### src/rtl/cpu_trace_pkg.sv
// Shared definitions for the 8085 trace buffer: FSM encoding and record field offsets.
// Records are packed {pc, acc, cy, z} with z in bit 0.
package cpu_trace_pkg;

  typedef enum logic [1:0] {
    ST_IDLE  = 2'd0,
    ST_ARMED = 2'd1,
    ST_POST  = 2'd2,
    ST_DONE  = 2'd3
  } state_t;

  localparam int Z_BIT   = 0;
  localparam int CY_BIT  = 1;
  localparam int ACC_LSB = 2;

  function automatic int pc_lsb(input int data_w);
    return 2 + data_w;
  endfunction

endpackage

### src/rtl/cpu_trace_buffer_if.sv
// Readout port of the trace buffer: one record per rd_valid & rd_ready, rd_last on the final one.
// The source holds rd_data/rd_last stable while stalled.
interface cpu_trace_buffer_if #(
  parameter int W = 26
);
  logic         rd_valid;
  logic         rd_ready;
  logic         rd_last;
  logic [W-1:0] rd_data;

  modport master (output rd_valid, output rd_data, output rd_last, input rd_ready);
  modport slave  (input rd_valid, input rd_data, input rd_last, output rd_ready);
endinterface

### src/rtl/trace_ram.sv
// DEPTH x W simple dual-port record store; write and read both take effect on the clock edge.
// Read data is held when re is low, so the readout can stall on it directly.
module trace_ram #(
  parameter int DEPTH = 16,
  parameter int W     = 26,
  parameter int AW    = 4
) (
  input  logic          clk,
  input  logic          reset,
  input  logic          we,
  input  logic [AW-1:0] waddr,
  input  logic [W-1:0]  wdata,
  input  logic          re,
  input  logic [AW-1:0] raddr,
  output logic [W-1:0]  rdata
);

  logic [W-1:0] mem [DEPTH];

  always_ff @(posedge clk) begin
    if (we) begin
      mem[waddr] <= wdata;
    end
  end

  always_ff @(posedge clk) begin
    if (reset) begin
      rdata <= '0;
    end else if (re) begin
      rdata <= mem[raddr];
    end
  end

endmodule

### src/rtl/cpu_trace_buffer.sv
// PC-triggered circular trace of {pc, acc, cy, z}; freezes POST_SAMPLES records after the trigger,
// then streams oldest-first with first rd_valid one cycle after DONE entry. Optional: TRACE_CHANGE_ONLY_EN.
module cpu_trace_buffer
  import cpu_trace_pkg::*;
#(
  parameter int ADDR_W       = 16,
  parameter int DATA_W       = 8,
  parameter int DEPTH        = 16,
  parameter int POST_SAMPLES = 8
) (
  input  logic                     clk,
  input  logic                     reset,
  input  logic                     arm,
  input  logic                     trig_en,
  input  logic [ADDR_W-1:0]        trig_pc,
  input  logic                     sample_en,
  input  logic [ADDR_W-1:0]        pc,
  input  logic [DATA_W-1:0]        acc,
  input  logic                     cy,
  input  logic                     z,
  cpu_trace_buffer_if.master       rd,
  output logic                     triggered,
  output logic [1:0]               state,
  output logic [$clog2(DEPTH):0]   count
);

  localparam int REC_W  = ADDR_W + DATA_W + 2;
  localparam int PW     = $clog2(DEPTH);
  localparam int CW     = PW + 1;
  localparam int PC_LSB = pc_lsb(DATA_W);
  localparam logic [CW-1:0] DEPTH_C = CW'(DEPTH);
  localparam logic [PW-1:0] POST_C  = PW'(POST_SAMPLES);

  state_t           st_q, st_d;
  logic [PW-1:0]    wr_ptr, rd_ptr, rd_start, post_cnt, ram_raddr;
  logic [CW-1:0]    rd_idx;
  logic             rd_started, rd_valid_q, rd_last_q;
  logic [REC_W-1:0] rec, ram_q;
  logic             capturing, trig_hit, wr_en, xfer, restart, ram_re;

  always_comb begin
    rec                      = '0;
    rec[Z_BIT]               = z;
    rec[CY_BIT]              = cy;
    rec[ACC_LSB +: DATA_W]   = acc;
    rec[PC_LSB +: ADDR_W]    = pc;
  end

  assign capturing = (st_q == ST_ARMED) || (st_q == ST_POST);
  assign trig_hit  = (st_q == ST_ARMED) && sample_en && trig_en && (pc == trig_pc);
  assign xfer      = rd_valid_q && rd.rd_ready;
  assign restart   = arm && ((st_q == ST_IDLE) || (st_q == ST_DONE));
  // Once the buffer has wrapped, the oldest record sits where the next write would go.
  assign rd_start  = (count == DEPTH_C) ? wr_ptr : '0;

`ifdef TRACE_CHANGE_ONLY_EN
  logic [REC_W-1:0] last_rec;
  logic             have_last;

  assign wr_en = capturing && sample_en && (!have_last || (rec != last_rec) || trig_hit);

  always_ff @(posedge clk) begin
    if (reset) begin
      last_rec  <= '0;
      have_last <= 1'b0;
    end else if (restart) begin
      have_last <= 1'b0;
    end else if (wr_en) begin
      last_rec  <= rec;
      have_last <= 1'b1;
    end
  end
`else
  assign wr_en = capturing && sample_en;
`endif

  always_comb begin
    st_d      = st_q;
    ram_re    = 1'b0;
    ram_raddr = rd_ptr;
    case (st_q)
      ST_IDLE: begin
        if (arm) st_d = ST_ARMED;
      end
      ST_ARMED: begin
        if (trig_hit) st_d = (POST_SAMPLES == 0) ? ST_DONE : ST_POST;
      end
      ST_POST: begin
        if (wr_en && (post_cnt == PW'(1))) st_d = ST_DONE;
      end
      ST_DONE: begin
        if (arm) begin
          st_d = ST_ARMED;
        end else if (!rd_started) begin
          ram_re    = 1'b1;
          ram_raddr = rd_start;
        end else if (xfer) begin
          if (rd_last_q) st_d = ST_IDLE;
          else           ram_re = 1'b1;
        end
      end
      default: st_d = ST_IDLE;
    endcase
  end

  always_ff @(posedge clk) begin
    if (reset) begin
      st_q       <= ST_IDLE;
      wr_ptr     <= '0;
      rd_ptr     <= '0;
      count      <= '0;
      post_cnt   <= '0;
      rd_idx     <= '0;
      rd_started <= 1'b0;
      rd_valid_q <= 1'b0;
      rd_last_q  <= 1'b0;
      triggered  <= 1'b0;
    end else begin
      st_q <= st_d;

      if (restart) begin
        wr_ptr     <= '0;
        count      <= '0;
        triggered  <= 1'b0;
        rd_started <= 1'b0;
        rd_valid_q <= 1'b0;
        rd_last_q  <= 1'b0;
      end

      if (wr_en) begin
        wr_ptr <= wr_ptr + PW'(1);
        if (count != DEPTH_C) count <= count + CW'(1);
      end

      if (trig_hit) begin
        triggered <= 1'b1;
        post_cnt  <= POST_C;
      end else if ((st_q == ST_POST) && wr_en) begin
        post_cnt <= post_cnt - PW'(1);
      end

      // rd_ptr always points at the record to fetch after the one being presented.
      if ((st_q == ST_DONE) && !arm) begin
        if (!rd_started) begin
          rd_started <= 1'b1;
          rd_valid_q <= 1'b1;
          rd_ptr     <= rd_start + PW'(1);
          rd_idx     <= CW'(1);
          rd_last_q  <= (count == CW'(1));
        end else if (xfer) begin
          if (rd_last_q) begin
            rd_started <= 1'b0;
            rd_valid_q <= 1'b0;
            rd_last_q  <= 1'b0;
          end else begin
            rd_ptr    <= rd_ptr + PW'(1);
            rd_idx    <= rd_idx + CW'(1);
            rd_last_q <= ((rd_idx + CW'(1)) == count);
          end
        end
      end
    end
  end

  trace_ram #(
    .DEPTH (DEPTH),
    .W     (REC_W),
    .AW    (PW)
  ) u_ram (
    .clk   (clk),
    .reset (reset),
    .we    (wr_en),
    .waddr (wr_ptr),
    .wdata (rec),
    .re    (ram_re),
    .raddr (ram_raddr),
    .rdata (ram_q)
  );

  assign rd.rd_valid = rd_valid_q;
  assign rd.rd_last  = rd_last_q;
  assign rd.rd_data  = ram_q;
  assign state       = st_q;

endmodule

### src/flat_wrapper.sv
// flat-port wrapper written by rule: the top's interface ports become plain ports
module cpu_trace_buffer_flat import cpu_trace_pkg::*;
#(
  parameter int ADDR_W       = 16,
  parameter int DATA_W       = 8,
  parameter int DEPTH        = 16,
  parameter int POST_SAMPLES = 8
)
  (clk, reset, arm, trig_en, trig_pc, sample_en, pc, acc, cy, z, triggered, state, count, rd_rd_valid, rd_rd_data, rd_rd_last, rd_rd_ready);
  cpu_trace_buffer_if #(.W(((16) + (8) + 2))) rd_i ();
  input  logic clk;
  input  logic reset;
  input  logic arm;
  input  logic trig_en;
  input  logic [ADDR_W-1:0] trig_pc;
  input  logic sample_en;
  input  logic [ADDR_W-1:0] pc;
  input  logic [DATA_W-1:0] acc;
  input  logic cy;
  input  logic z;
  output logic triggered;
  output logic [1:0] state;
  output logic [$clog2(DEPTH):0] count;
  output wire logic [$bits(rd_i.rd_valid)-1:0] rd_rd_valid;
  output wire logic [$bits(rd_i.rd_data)-1:0] rd_rd_data;
  output wire logic [$bits(rd_i.rd_last)-1:0] rd_rd_last;
  input wire logic [$bits(rd_i.rd_ready)-1:0] rd_rd_ready;
  assign rd_rd_valid = rd_i.rd_valid;
  assign rd_rd_data = rd_i.rd_data;
  assign rd_rd_last = rd_i.rd_last;
  assign rd_i.rd_ready = rd_rd_ready;
  cpu_trace_buffer #(.ADDR_W(ADDR_W), .DATA_W(DATA_W), .DEPTH(DEPTH), .POST_SAMPLES(POST_SAMPLES)) u_core (.clk(clk), .reset(reset), .arm(arm), .trig_en(trig_en), .trig_pc(trig_pc), .sample_en(sample_en), .pc(pc), .acc(acc), .cy(cy), .z(z), .rd(rd_i), .triggered(triggered), .state(state), .count(count));
endmodule
### config.mk
export PLATFORM = sky130hd
export DESIGN_NAME = cpu_trace_buffer_flat
export DESIGN_NICKNAME = d
export VERILOG_FILES = /design/src/rtl/cpu_trace_pkg.sv /design/src/rtl/cpu_trace_buffer_if.sv /design/src/rtl/trace_ram.sv /design/src/rtl/cpu_trace_buffer.sv /design/src/flat_wrapper.sv
export SDC_FILE = /design/constraint.sdc
export NUM_CORES = 1
export LEC_CHECK = 0
export ABC_CLOCK_PERIOD_IN_PS = 4370
export BUFFER_PORTS_ARGS = -buffer_cell sky130_fd_sc_hd__buf_4
export CAP_MARGIN = 20
export CELL_PAD_IN_SITES_DETAIL_PLACEMENT = 0
export CELL_PAD_IN_SITES_GLOBAL_PLACEMENT = 1
export CORE_MARGIN = 3
export CORE_UTILIZATION = 47
export CTS_BUF_LIST = sky130_fd_sc_hd__clkbuf_16
export DETAILED_ROUTE_END_ITERATION = 7
export HOLD_SLACK_MARGIN = 0.05
export PLACE_DENSITY = 0.85
export SKIP_CTS_REPAIR_TIMING = 1
export SYNTH_ARGS = -nofsm -noshare
export SYNTH_HDL_FRONTEND = slang
export SYNTH_SLANG_ARGS = --single-unit
### constraint.sdc
create_clock -name clk -period 4.37 [get_ports clk]
set_clock_uncertainty 0.1 [all_clocks]
set_input_delay 0.437 -clock clk [delete_from_list [all_inputs] [get_ports clk]]
set_output_delay 0.437 -clock clk [all_outputs]
set_load 0.01 [all_outputs]
# Yosys cells after proc, flatten, opt, wreduce, memory -nomap -nowiden
# Memories as Yosys holds them, arrays and structs flattened. A register that Yosys moved wholly into a read port is not among the register bits.
# Index checks and enable logic that the tools add are counted.
# Widths: inputs -> output; s select.
[totals]
register_bits = 28
word_cells = 103
mem_bits_rw = 416
n_memories = 1
output_inout_bits = 36
in_bits = 48
[mem_list]
columns = ["name", "depth", "width", "rd", "rd_ports_with_merged_regs", "write_ports", "line", "source"]
rows = [
  ["u_core.u_ram.mem", 16, 26, 1, 1, 1, "trace_ram.sv:18", "logic [W-1:0] mem [DEPTH];"],
]
[classes]
n_eq_ne = 17
n_reduce_logical = 19
n_addsub = 6
n_mux = 49
[op_table]
columns = ["operator", "n"]
rows = [
  ["$mux 4", 11],
  ["$mux 5", 6],
  ["$mux 1", 24],
  ["$eq 16x16->1", 1],
  ["$mux 2", 7],
  ["$add 4x1->4 const B", 3],
  ["$add 5x1->5 const B", 2],
  ["$logic_and 1x1->1", 9],
  ["$ne 3x2->1 const B", 3],
  ["$ne 2x2->1 const B", 4],
  ["$pmux 2 s4", 1],
  ["$reduce_and 6->1", 1],
  ["$reduce_bool 2->1", 3],
  ["$eq 5x1->1 const B", 1],
  ["$eq 5x5->1", 1],
  ["$eq 5x5->1 const B", 1],
  ["$ne 5x5->1 const B", 1],
  ["$eq 2x2->1 const B", 2],
  ["$eq 4x1->1 const B", 1],
  ["$sub 4x1->4 const B", 1],
  ["$reduce_and 3->1", 1],
  ["$eq 2x1->1 const B", 1],
  ["$logic_not 2->1", 1],
  ["$logic_or 1x1->1", 2],
  ["3 further kinds", 3],
]

# Longest topological paths before layout
# Gate-level depths: netlist (run 1).
[logic_depth]
ltp_word = 8
depth_mapped = 12
mapped_depth_nobuf = 11

# Cells and area by module
# From an unflattened synthesis (run 1), not the netlist that was laid out.
[hier_totals]
hier_cells = 1213
hier_area_um2 = 18916.9
[modules_own_cells]
columns = ["mod", "area_each_um2", "cells_each", "n_inst", "seq_area_each_um2"]
rows = [
  ["trace_ram", 16988.8, 966, 1, 13012.5],
  ["cpu_trace_buffer", 1928.1, 247, 1, 560.5],
]

# Least setup slack after synthesis (run 1)
# No wires, ideal clock.
[synth_path]
kind = "register to register"
startpoint = "register u_core.st_q[1] (netlist: u_core.state[1])"
endpoint = "memory u_core.u_ram.mem[2][0], enable pin"
slack_ns = 0.531
t_required_ns = 3.828
path_stages_with_launch = 7
setup_ns = 0.442
period_less_slack_ns = 3.839
n_path_buf = 1
t_arrival_ns = 3.298
path_cell_list = "dfxtp_1 > inv_1 > ha_1 > and2_0 > clkbuf_1 > nand2_1 > nor3_1"
[synth_between]
elab_chain_len = 5
elab_cells_between_ends = 6
cone_classes = "eq/ne: 2; mux: 2; reduce/logical: 2"
[synth_rtl]
columns = ["element", "line", "source"]
rows = [
  ["start, declared", "cpu_trace_buffer.sv:34", "state_t st_q, st_d;"],
  ["start signal, assigned", "cpu_trace_buffer.sv:119", "st_q <= st_d;"],
  ["$eq 2x1->1 or $eq 2x2->1 (tied branches)", "cpu_trace_buffer.sv:49", "assign capturing = (st_q == ST_ARMED) || (st_q == ST_POST);"],
  ["$logic_or 1x1->1 *", "cpu_trace_buffer.sv:49", ""],
  ["$logic_and 1x1->1 *", "cpu_trace_buffer.sv:74", "assign wr_en = capturing && sample_en;"],
  ["$mux 1 *", "trace_ram.sv:21", "if (we) begin"],
  ["$mux 1 (implied by the code) *", "trace_ram.sv:22", "mem[waddr] <= wdata;"],
  ["end, declared", "trace_ram.sv:18", ""],
]
# Mark *: on every way between the ends. The rest lies on a longest branch, timed or not.

# Worst setup path in the final report (run 1)
[layout_path]
startpoint = "register u_core.st_q[1] (netlist: u_core.state[1])"
endpoint = "register u_core.u_ram.rdata[0], read port of u_core.u_ram.mem"
[layout_between]
elab_chain_len = 2
elab_cells_between_ends = 3
cone_classes = "eq/ne: 1; mux: 2"
[layout_rtl]
columns = ["element", "line", "source"]
rows = [
  ["$eq 2x2->1 *", "cpu_trace_buffer.sv:81", "case (st_q)"],
  ["$mux 4 or $mux 1 (tied branches)", "cpu_trace_buffer.sv:81", ""],
  ["end, declared", "trace_ram.sv:15", "output logic [W-1:0] rdata"],
]
# Marks and branches as above.
# A chain may end at the register's enable or synchronous reset.

==> results of run 1 <==
==> routing by layer <==
| metal | up-vias | routed length (µm) |
|---|---|---|
| met4 | 0 | 1270 |
| met3 | 89 | 4400 |
| met2 | 555 | 21300 |
| li1 | 5268 | - |
| met5 | - | 0 |
| met1 | 5728 | 18200 |
==> stage by stage <==
step                      total power, W  worst slack [ns]  hold slack [ns]  instance area (µm²)
final                            0.00944              1.19           0.0706                21500
after global routing             0.00973              1.01           0.0699                21500
after CTS                        0.00949              1.18           0.0550                21400
after detailed placement         0.00580              1.17            0.364                20000
after global placement           0.00577              1.31            0.358                20000
after floorplan                  0.00549             0.531            0.374                18600
==> report_power, final <==
group          leakage (nW)  switching (W)  internal (W)  total (W)
clock                 0.741        0.00161       0.00213    0.00374
sequential             4.18      0.0000602       0.00501    0.00507
combinational          2.22       0.000407      0.000226   0.000633
==> cells in the final DEF, fill, tap and decap left out, types with 12 or more instances in the layout <==
cell | Yosys | layout
edfxtp_1 | 416 | 416
nand2_1 | 313 | 313
buf_4 | 6 | 104
nand3_1 | 96 | 96
mux2i_1 | 79 | 79
dfxtp_1 | 54 | 54
a31oi_1 | 53 | 53
clkbuf_16 | 0 | 49
nand4_1 | 30 | 30
a22oi_1 | 30 | 30
nor2_1 | 41 | 28
a222oi_1 | 26 | 26
inv_1 | 10 | 22
a21oi_1 | 20 | 20
xor2_1 | 16 | 16
ha_1 | 16 | 16
clkinv_1 | 0 | 13
nor2_4 | 0 | 12
==> worst min-delay path by stage <==
stage,start,end,slack (ns),depth (start not counted)
2_1_floorplan,u_core.rd_idx[4]$_SDFFE_PP0P_,u_core.rd_idx[4]$_SDFFE_PP0P_,0.37,2
3_3_place_gp,u_core.triggered$_SDFFE_PP0P_,u_core.triggered$_SDFFE_PP0P_,0.36,2
3_5_place_dp,u_core.triggered$_SDFFE_PP0P_,u_core.triggered$_SDFFE_PP0P_,0.36,2
4_1_cts,acc[3],u_core.u_ram.mem[14][5]$_DFFE_PP_,0.06,1
5_1_grt,acc[3],u_core.u_ram.mem[6][5]$_DFFE_PP_,0.07,1
6_report,acc[3],u_core.u_ram.mem[8][5]$_DFFE_PP_,0.07,1
==> kinds of logic after synthesis <==
| family | count (synthesis) |
|---|---|
| buffers and inverters | 85 |
| muxes | 79 |
| AOI/OAI and AO/OA | 157 |
| xor gates and xnor gates | 27 |
| DFF | 470 |
| adders and majority gates | 16 |
| and+or+nand+nor | 521 |
==> sequential cells by signal, summed over array words and instances, names as in the netlist <==
signal	flops
u_core.triggered	1
u_core.u_ram.rdata	26
u_core.rd.rd_valid	1
u_core.post_cnt	4
u_core.rd_started	1
u_core.rd.rd_last	1
u_core.state	2
u_core.count	5
u_core.rd_ptr	4
u_core.wr_ptr	4
u_core.u_ram.mem	416
u_core.rd_idx	5
==> area by class of cell <==
class | count | area, µm²
Inverter | 10 | 37.5
Fill cell | 3128 | 17400
Multi-Input combinational cell | 800 | 4790
Clock inverter | 35 | 203
Timing Repair Buffer | 115 | 1000
Tap cell | 518 | 648
Sequential cell | 470 | 13600
Clock buffer | 49 | 1230
==> qor.yml, run 1 <==
status:
  status: "finished clean"
synth:
  synth_nets: 1419
  synth_edf_count: 416
  yosys.area_share.simple_pct: 12.2
  synth.top_cells.by_count: "edfxtp_1, nand2_1, nand3_1"
  synth_xor_xnor_area_share_pct: 1.27
  synth_flop_cell: "edfxtp_1"
  synth_most_common_cell: "edfxtp_1"
  synthTopCellsByArea: "edfxtp_1, nand2_1, dfxtp_1"
  synth_compound_area_share_pct: 6.09
  netlist_area_um2: 18600
  synthCells: 1355
  ys_types: 51
  ys_seq_elements: 470
  synthMuxAreaShare_pct: 4.24
  synth_top_family_by_area: "simple AND/OR/NAND/NOR gates"
  yosysWarnings: 0
  seq_area_frac_synth_pct: 72.8
  synth_fa_ha_area_share_pct: 1.07
  syn_avg_cell_area_um2: 13.8
  yosysTopAreaCell: "edfxtp_1"
  synth_top_area_share_pct: 67.0
  synth-async-reset-ratio_pct: 0
global_route:
  busiest_layer: "met2"
  grtUsageMet1_pct: 29.3
  grt_pass1_wl_mm: 69.2
  gr-usage-met3_pct: 4.73
  antenna_found_initial: 0
  grt_pass1_vias: 11769
  grt_usage_pct: 21.5
  grt_max_degree: 74
  overflow: 0
  grtUsageMet2_pct: 34.7
clocking:
  clock-sinks: 470
  clock_latency_ns: 0.56
  path_clk_slew_ns: 0.06
  cts_tree: "built"
  numCtsBuffers: 46
  htree_levels: 2
  root_buffer: "clkbuf_16"
  cts.path.max_buffers: 3
setup_path:
  r2r_slack_ns: 1.19
  endpoint: "u_core.u_ram.rdata[0]$_SDFFE_PP0P_"
  critical_path.cell_chain: "ha_1, or3b_1, o31ai_4, buf_12, a222oi_1, a22oi_1, nand2_1"
  cp_max_fo: 22
  required_ns: 4.71
  reg2reg_to: "u_core.u_ram.rdata[0]$_SDFFE_PP0P_"
  cp.depth: 7
  crit_path_start: "u_core.state[1]$_SDFFE_PP0P_"
  slowest_stage: "o31ai_4"
  crit_buf_inv: 1
  r2r_cells: 7
  crit_arrival_ns: 3.52
  path_class: "reg -> reg"
  slowest_delay_ns: 0.98
  critPathTopFamily: "compound AO/OA/AOI/OAI gates"
  r2r_start: "u_core.state[1]$_SDFFE_PP0P_"
  cp-end-kind: "register"
  setup.worst_path.start_class: "register"
sta:
  maxSlewHeadroom_pct: 25.3
  tightest_slew_ns: 1.12
  rsz0062_at_grt: "false"
  finalSetupViolCount: 0
  fin_crit_sh_pct: 72.8
  max_freq_ghz: 0.314
  final.setup.tns_ns: 0
  slew_viol_final: 0
  hold_viol_final: 0
  period_minus_slack_ns: 3.18
final_layout:
  antenna_cells: 0
  drive_above_1_share_pct: 13.6
  post-route-util_pct: 55.2
  areaGrowthSynthToFinish_pct: 15.2
  final_nets: 1507
  stdcell_count: 1997
detailed_routing:
  vias: 11640
  drt-vias-per-instance: 5.83
  drtIter0Drc: 1352
  drc: 0
  routed_wirelength_mm: 45.2
  dr.pass1.iters: 5
  wire_per_inst_um: 22.6
  antenna_left: 0
place:
  numPortBuffers: 83
  dp.cells: 1910
  hpwl_mm: 24.4
  gp_congestion: 0.802
power_and_ir_drop:
  cellLeakagePower_nw: 7.14
  power_density_nw_per_um2: 440
  ir_drop_v: 0.000248
floorplan:
  die_h_um: 205
  rows: 72
  floorplan.initialDensity_pct: 47.9
  die_w_um: 205
  ios: 84
  fp.dieArea_um2: 42100
  core_um2: 38900
min_path:
  hold_path_class: "in -> reg"
flow_run:
  max_cap_viol_count: 0
(Power assumes the default switching activity.)
==> run 2: changes to the inputs <==
--- a/config.mk
+++ b/config.mk
@@ -5,17 +5,17 @@
 export SDC_FILE = /design/constraint.sdc
 export NUM_CORES = 1
 export LEC_CHECK = 0
-export ABC_CLOCK_PERIOD_IN_PS = 4370
+export ABC_CLOCK_PERIOD_IN_PS = 2850
 export BUFFER_PORTS_ARGS = -buffer_cell sky130_fd_sc_hd__buf_4
 export CAP_MARGIN = 20
 export CELL_PAD_IN_SITES_DETAIL_PLACEMENT = 0
 export CELL_PAD_IN_SITES_GLOBAL_PLACEMENT = 1
 export CORE_MARGIN = 3
-export CORE_UTILIZATION = 47
+export CORE_UTILIZATION = 46
 export CTS_BUF_LIST = sky130_fd_sc_hd__clkbuf_16
 export DETAILED_ROUTE_END_ITERATION = 7
 export HOLD_SLACK_MARGIN = 0.05
-export PLACE_DENSITY = 0.85
+export PLACE_DENSITY = 0.86
 export SKIP_CTS_REPAIR_TIMING = 1
 export SYNTH_ARGS = -nofsm -noshare
 export SYNTH_HDL_FRONTEND = slang
==> constraint.sdc (replaced) <==
create_clock -name clk -period 2.85 [get_ports clk]
set_clock_uncertainty 0.1 [all_clocks]
set_input_delay 0.285 -clock clk [delete_from_list [all_inputs] [get_ports clk]]
set_output_delay 0.285 -clock clk [all_outputs]
set_load 0.01 [all_outputs]
==> run 2 against run 1 <==
  * Combinational power rose by 61%
  * Wire length is essentially flat
  * First-iteration DRC count is 6.0% lower
  * Sequential power up 53%
  * Non-clock buffer count increased by 50
  * Register-to-register slack worse by 1.1 ns
  * Global-route usage fell by 1.3 points
  * Critical path type unchanged
  * Die area is 2.1% higher
  * Via count is 1.6% higher
  * Worst setup slack lost 1.1 ns
  * Power is 56% higher
  * Worst hold slack better by 0.011 ns
  * Largest power group unchanged
==> qor.yml, run 2 (synthesis gave the netlist of run 1 again) <==
status:
  status: "finished clean"
clocking:
  clock-sinks: 470
  path_clk_slew_ns: 0.06
  htree_levels: 2
  numCtsBuffers: 47
  cts_tree: "built"
  root_buffer: "clkbuf_16"
  cts.path.max_buffers: 3
  clock_latency_ns: 0.55
floorplan:
  rows: 73
  fp.dieArea_um2: 43000
  die_h_um: 207
  die_w_um: 207
  core_um2: 39900
  floorplan.initialDensity_pct: 46.7
  ios: 84
sta:
  finalSetupViolCount: 0
  final.setup.tns_ns: 0
  period_minus_slack_ns: 2.75
  tightest_slew_ns: 0.579
  maxSlewHeadroom_pct: 61.1
  max_freq_ghz: 0.363
  fin_crit_sh_pct: 96.6
  rsz0062_at_grt: "false"
  slew_viol_final: 0
  hold_viol_final: 0
detailed_routing:
  routed_wirelength_mm: 45.2
  antenna_left: 0
  drc: 0
  wire_per_inst_um: 22.0
  drtIter0Drc: 1271
  drt-vias-per-instance: 5.75
  vias: 11825
  dr.pass1.iters: 8
setup_path:
  cp-end-kind: "register"
  setup.worst_path.start_class: "register"
  crit_arrival_ns: 3.14
  path_class: "reg -> reg"
  required_ns: 3.23
  cp_max_fo: 17
final_layout:
  multi_input_area_um2: 4820
  stdcell_count: 2056
  areaGrowthSynthToFinish_pct: 19.3
  drive_above_1_share_pct: 14.9
  final_common_cell: "edfxtp_1"
  top_register: "u_core.u_ram.mem"
  stdcell_area_um2: 22200
  largest_reg_flops: 416
  final_nets: 1558
  layout_common_cells: "edfxtp_1, nand2_1, buf_4"
  antenna_cells: 0
  fill_cells: 3107
  largestRegisters: "u_core.u_ram.mem (416), u_core.u_ram.rdata (26)"
  ff_latch_area_um2: 13600
global_route:
  grt_pass1_wl_mm: 67.9
  grt_max_degree: 53
  grt_usage_pct: 20.3
  overflow: 0
  antenna_found_initial: 0
  grt_pass1_vias: 11605
place:
  dp.cells: 1938
  placed_area_um2: 20400
  gp_congestion: 0.817
  hpwl_mm: 24.0
  numPortBuffers: 83
power_and_ir_drop:
  cellLeakagePower_nw: 7.45
  power_density_nw_per_um2: 661
  ir_drop_v: 0.000413
min_path:
  hold_path_class: "in -> reg"
flow_run:
  max_cap_viol_count: 0
## run 2: changes by cell type in the layout (fill, tap and decap cells not counted)
cell,delta
buf_12,+17
buf_16,+1
buf_4,+5
bufinv_16,+2
clkinv_1,-3
clkinv_2,+3
clkinvlp_4,-1
dlygate4sd3_1,+27
ha_1,-1
ha_2,+1
inv_1,+2
inv_6,-1
nor3_2,-4
nor3_4,+4
## run 2: layout make-up
type,count,share of cell area (%)
Timing Repair Buffer,165,7.54
Sequential cell,470,61.0
Clock inverter,37,1.16
Clock buffer,49,5.51
Tap cell,525,2.95
Multi-Input combinational cell,800,21.7
Inverter,10,0.169
## run 2: layer usage
metal | up-vias | global-route usage [%] | wire, µm
li1 | 5361 | - | -
met5 | - | 0 | 0
met2 | 563 | 33.8 | 21900
met1 | 5815 | 27.6 | 18100
met4 | 0 | 6.88 | 1310
met3 | 86 | 3.04 | 3770
## run 2: critical path, stage by stage, from the launching register on
cell and delay, ns:
dfxtp_1 0.42, ha_2 0.26, or3b_1 0.40, a32o_4 0.41, buf_4 0.20, mux2i_1 0.14, a222oi_1 0.51, a22oi_1 0.14
nand2_1 0.10
## run 2: worst paths after layout
kind	start	end	slack, ns	depth (start not counted)
worst max register to register	u_core.state[1]$_SDFFE_PP0P_	u_core.u_ram.rdata[24]$_SDFFE_PP0P_	0.1	8
worst min register to register	u_core.triggered$_SDFFE_PP0P_	u_core.triggered$_SDFFE_PP0P_	0.36	2
worst max-delay path	u_core.state[1]$_SDFFE_PP0P_	u_core.u_ram.rdata[24]$_SDFFE_PP0P_	0.1	8
worst min-delay path	rd_rd_ready	u_core.rd.rd_last$_SDFF_PP0_	0.08	5
## run 2: stage by stage
stage               worst slack [ns]  hold slack (ns)  power (W)  util, %
floorplan                     -0.295            0.284    0.00841        -
finish                        0.0959           0.0813     0.0147     55.7
global placement               0.267            0.358    0.00887     51.2
detailed placement             0.190            0.353    0.00891     51.2
CTS                            0.123          -0.0887     0.0148     54.9
global route                  0.0185            0.119     0.0152     55.7
## run 2: where the power goes
part / switching [W] / internal (W)
registers: 0.0000931 / 0.00768
clock network: 0.00246 / 0.00345
logic: 0.000629 / 0.000394
total: 0.00318 / 0.0115
==> run 3: changes to the inputs <==
--- a/config.mk
+++ b/config.mk
@@ -11,7 +11,7 @@
 export CELL_PAD_IN_SITES_DETAIL_PLACEMENT = 0
 export CELL_PAD_IN_SITES_GLOBAL_PLACEMENT = 1
 export CORE_MARGIN = 3
-export CORE_UTILIZATION = 46
+export CORE_UTILIZATION = 47
 export CTS_BUF_LIST = sky130_fd_sc_hd__clkbuf_16
 export DETAILED_ROUTE_END_ITERATION = 7
 export HOLD_SLACK_MARGIN = 0.05
@@ -19,4 +19,6 @@
 export SKIP_CTS_REPAIR_TIMING = 1
 export SYNTH_ARGS = -nofsm -noshare
 export SYNTH_HDL_FRONTEND = slang
+export SYNTH_HIERARCHICAL = 1
 export SYNTH_SLANG_ARGS = --single-unit
+export TNS_END_PERCENT = 20
==> run 3 against run 2 <==
  * Critical path type unchanged
  * Register-to-register slack gained 0.03 ns
  * Highest routed layer unchanged
  * Worst hold slack worse by 0.034 ns
  * Critical endpoint is now u_core/u_ram/rdata[15]$_SDFFE_PP0P_
  * Final area is 1.2% higher
  * Global-route usage hardly changed
==> qor.yml, run 3 <==
global_route:
  overflow: 0
  grt_pass1_wl_mm: 64.8
  antenna_found_initial: 0
  grt_max_degree: 53
  grt_usage_pct: 20.3
  grt_pass1_vias: 10904
detailed_routing:
  dr.pass1.iters: 5
  wire_per_inst_um: 22.5
  drt-vias-per-instance: 5.71
  routed_wirelength_mm: 43.4
  vias: 11018
  drtIter0Drc: 921
  drc: 0
  antenna_left: 0
sta:
  setup_slack_ns: 0.129
  finalSetupViolCount: 0
  fin_crit_sh_pct: 95.5
  rsz0062_at_grt: "false"
  period_minus_slack_ns: 2.72
  maxSlewHeadroom_pct: 57.5
  hold_viol_final: 0
  slew_viol_final: 0
  max_freq_ghz: 0.368
  tightest_slew_ns: 0.636
synth:
  synthCells: 1213
  ys_seq_elements: 470
  synth_most_common_cell: "edfxtp_1"
  synth-async-reset-ratio_pct: 0
  synth.top_cells.by_count: "edfxtp_1, mux2i_1, nand3_1"
  synth_nets: 1274
  yosysTopAreaCell: "edfxtp_1"
  syn_avg_cell_area_um2: 15.6
  seq_area_frac_synth_pct: 71.8
  synthTopCellsByArea: "edfxtp_1, mux2i_1, dfxtp_1"
  ys_types: 55
  yosysWarnings: 6
  netlist_area_um2: 18900
  synth_edf_count: 416
  synth_top_area_share_pct: 66.0
  synth_flop_cell: "edfxtp_1"
clocking:
  htree_levels: 2
  path_clk_slew_ns: 0.06
  root_buffer: "clkbuf_16"
  cts_tree: "built"
  clock-sinks: 470
  cts.path.max_buffers: 3
  clock_latency_ns: 0.56
  numCtsBuffers: 48
setup_path:
  required_ns: 3.19
  setup.worst_path.start_class: "register"
  crit_arrival_ns: 3.06
  slowest_delay_ns: 0.42
  crit_buf_inv: 3
  cp-end-kind: "register"
  path_class: "reg -> reg"
  critPathTopFamily: "simple AND/OR/NAND/NOR gates"
  slowest_stage: "dfxtp_1"
  cp_max_fo: 52
  critical_path.cell_chain: "ha_2, nor2b_1, nand2_1, buf_4, nand2_1, o21ai_0, buf_4, nor2b_4, buf_12, a22oi_1, nand3_1, nand3_1"
power_and_ir_drop:
  ir_drop_v: 0.000497
  combPwrFrac_pct: 7.4
  p_int_w: 0.0116
  pwr-share-clk_pct: 40.4
  swShare_pct: 22.2
  seqPwrFrac_pct: 52.2
  power_density_nw_per_um2: 660
  switchingPower_w: 0.00330
  cellLeakagePower_nw: 7.22
final_layout:
  top_register: "u_core/u_ram/mem"
  drive_above_1_share_pct: 16.7
  multi_input_area_um2: 5010
  ff_latch_area_um2: 13600
  stdcell_area_um2: 22500
  fill_cells: 2973
  final_common_cell: "edfxtp_1"
  largestRegisters: "u_core/u_ram/mem (416), u_core/u_ram/rdata (26)"
  antenna_cells: 0
  final_nets: 1435
  largest_reg_flops: 416
  layout_common_cells: "edfxtp_1, mux2i_1, buf_4"
  areaGrowthSynthToFinish_pct: 19.1
flow_run:
  max_cap_viol_count: 0
place:
  hpwl_mm: 23.5
  dp_slack_ns: 0.173
  gp_congestion: 0.826
  placed_area_um2: 20700
  numPortBuffers: 83
floorplan:
  ios: 84
  core_um2: 39200
  fp.dieArea_um2: 42700
  floorplan.initialDensity_pct: 48.3
  die_w_um: 207
  rows: 72
  die_h_um: 207
min_path:
  hold_path_class: "in -> reg"
status:
  status: "finished clean"
run 3: changes by cell type after synthesis, sizes merged, moves of 10 or more:
cell    before  now
a222oi      26    0
a21oi       20   41
nand4       30    3
mux2i       79  208
nor2        41   31
nand2      313   83
buf         49   34
a22oi       30   82
a31oi       53    6
run 3: area by class of cell:
| cell class | count | area share (%) |
|---|---|---|
| timing repair buffer | 171 | 7.63 |
| clock buffer | 49 | 5.44 |
| multi-input combinational | 670 | 22.2 |
| sequential | 470 | 60.3 |
| clock inverter | 39 | 1.33 |
| inverter | 13 | 0.217 |
| tap | 518 | 2.88 |
run 3: per-stage QoR:
step | power (W) | util, % | hold WS, ns | setup TNS [ns] | instances
after global routing | 0.0154 | 57.5 | 0.102 | 0 | 1930
after floorplan | 0.00844 | - | 0.284 | -75.88 | 1213
after global placement | 0.00893 | 52.8 | 0.336 | 0 | 1812
final | 0.0149 | 57.5 | 0.0475 | 0 | 1930
after detailed placement | 0.00896 | 52.8 | 0.347 | 0 | 1812
after CTS | 0.0149 | 56.7 | -0.122 | 0 | 1900
run 3: power groups by stage:
stage | clock [W] | combinational, W | sequential, W
6_report | 0.00601 | 0.00110 | 0.00775
5_1_grt | 0.00641 | 0.00121 | 0.00777
4_1_cts | 0.00612 | 0.00107 | 0.00775
3_5_place_dp | 0 | 0.00107 | 0.00790
3_3_place_gp | 0 | 0.00105 | 0.00789
2_1_floorplan | 0 | 0.000519 | 0.00792
run 3: final timing paths:
check                                          start                             endpoint  slack [ns]  depth (start not counted)
setup reg to reg        u_core/state[0]$_SDFFE_PP0P_  u_core/u_ram/rdata[15]$_SDFFE_PP0P_        0.13                         12
hold / removal                             sample_en      u_core/post_cnt[2]$_SDFFE_PP0P_        0.05                          4
setup / recovery        u_core/state[0]$_SDFFE_PP0P_  u_core/u_ram/rdata[15]$_SDFFE_PP0P_        0.13                         12
hold reg to reg   u_core/u_ram/rdata[8]$_SDFFE_PP0P_   u_core/u_ram/rdata[8]$_SDFFE_PP0P_        0.36                          2
run 3: cells by family (layout without fill, tap and decap cells):
kind of cell    count (synthesis)  in the layout  synth area share, %
xor+xnor                       26             26                 1.20
mux                           208            208                 11.0
simple gates                  263            263                 6.64
fa+ha+maj                      13             13                0.860
buf+inv                        73            272                 2.78
flops                         470            470                 71.8
compound gates                160            160                 5.75
run 3: routing by layer:
metal	wire length (µm)	GRT usage, %	up-vias
li1	-	-	5027
met1	17500	27.4	5495
met2	21500	33.9	441
met3	3660	3.90	55
met4	739	5.50	0
met5	0	0	-
run 3: tightest hold or removal path, delay by kind of cell:
family                    cells  cell delay (ns)
and+or+nand+nor               2             0.13
xor gates and xnor gates      1             0.13
buffers and inverters         1             0.11
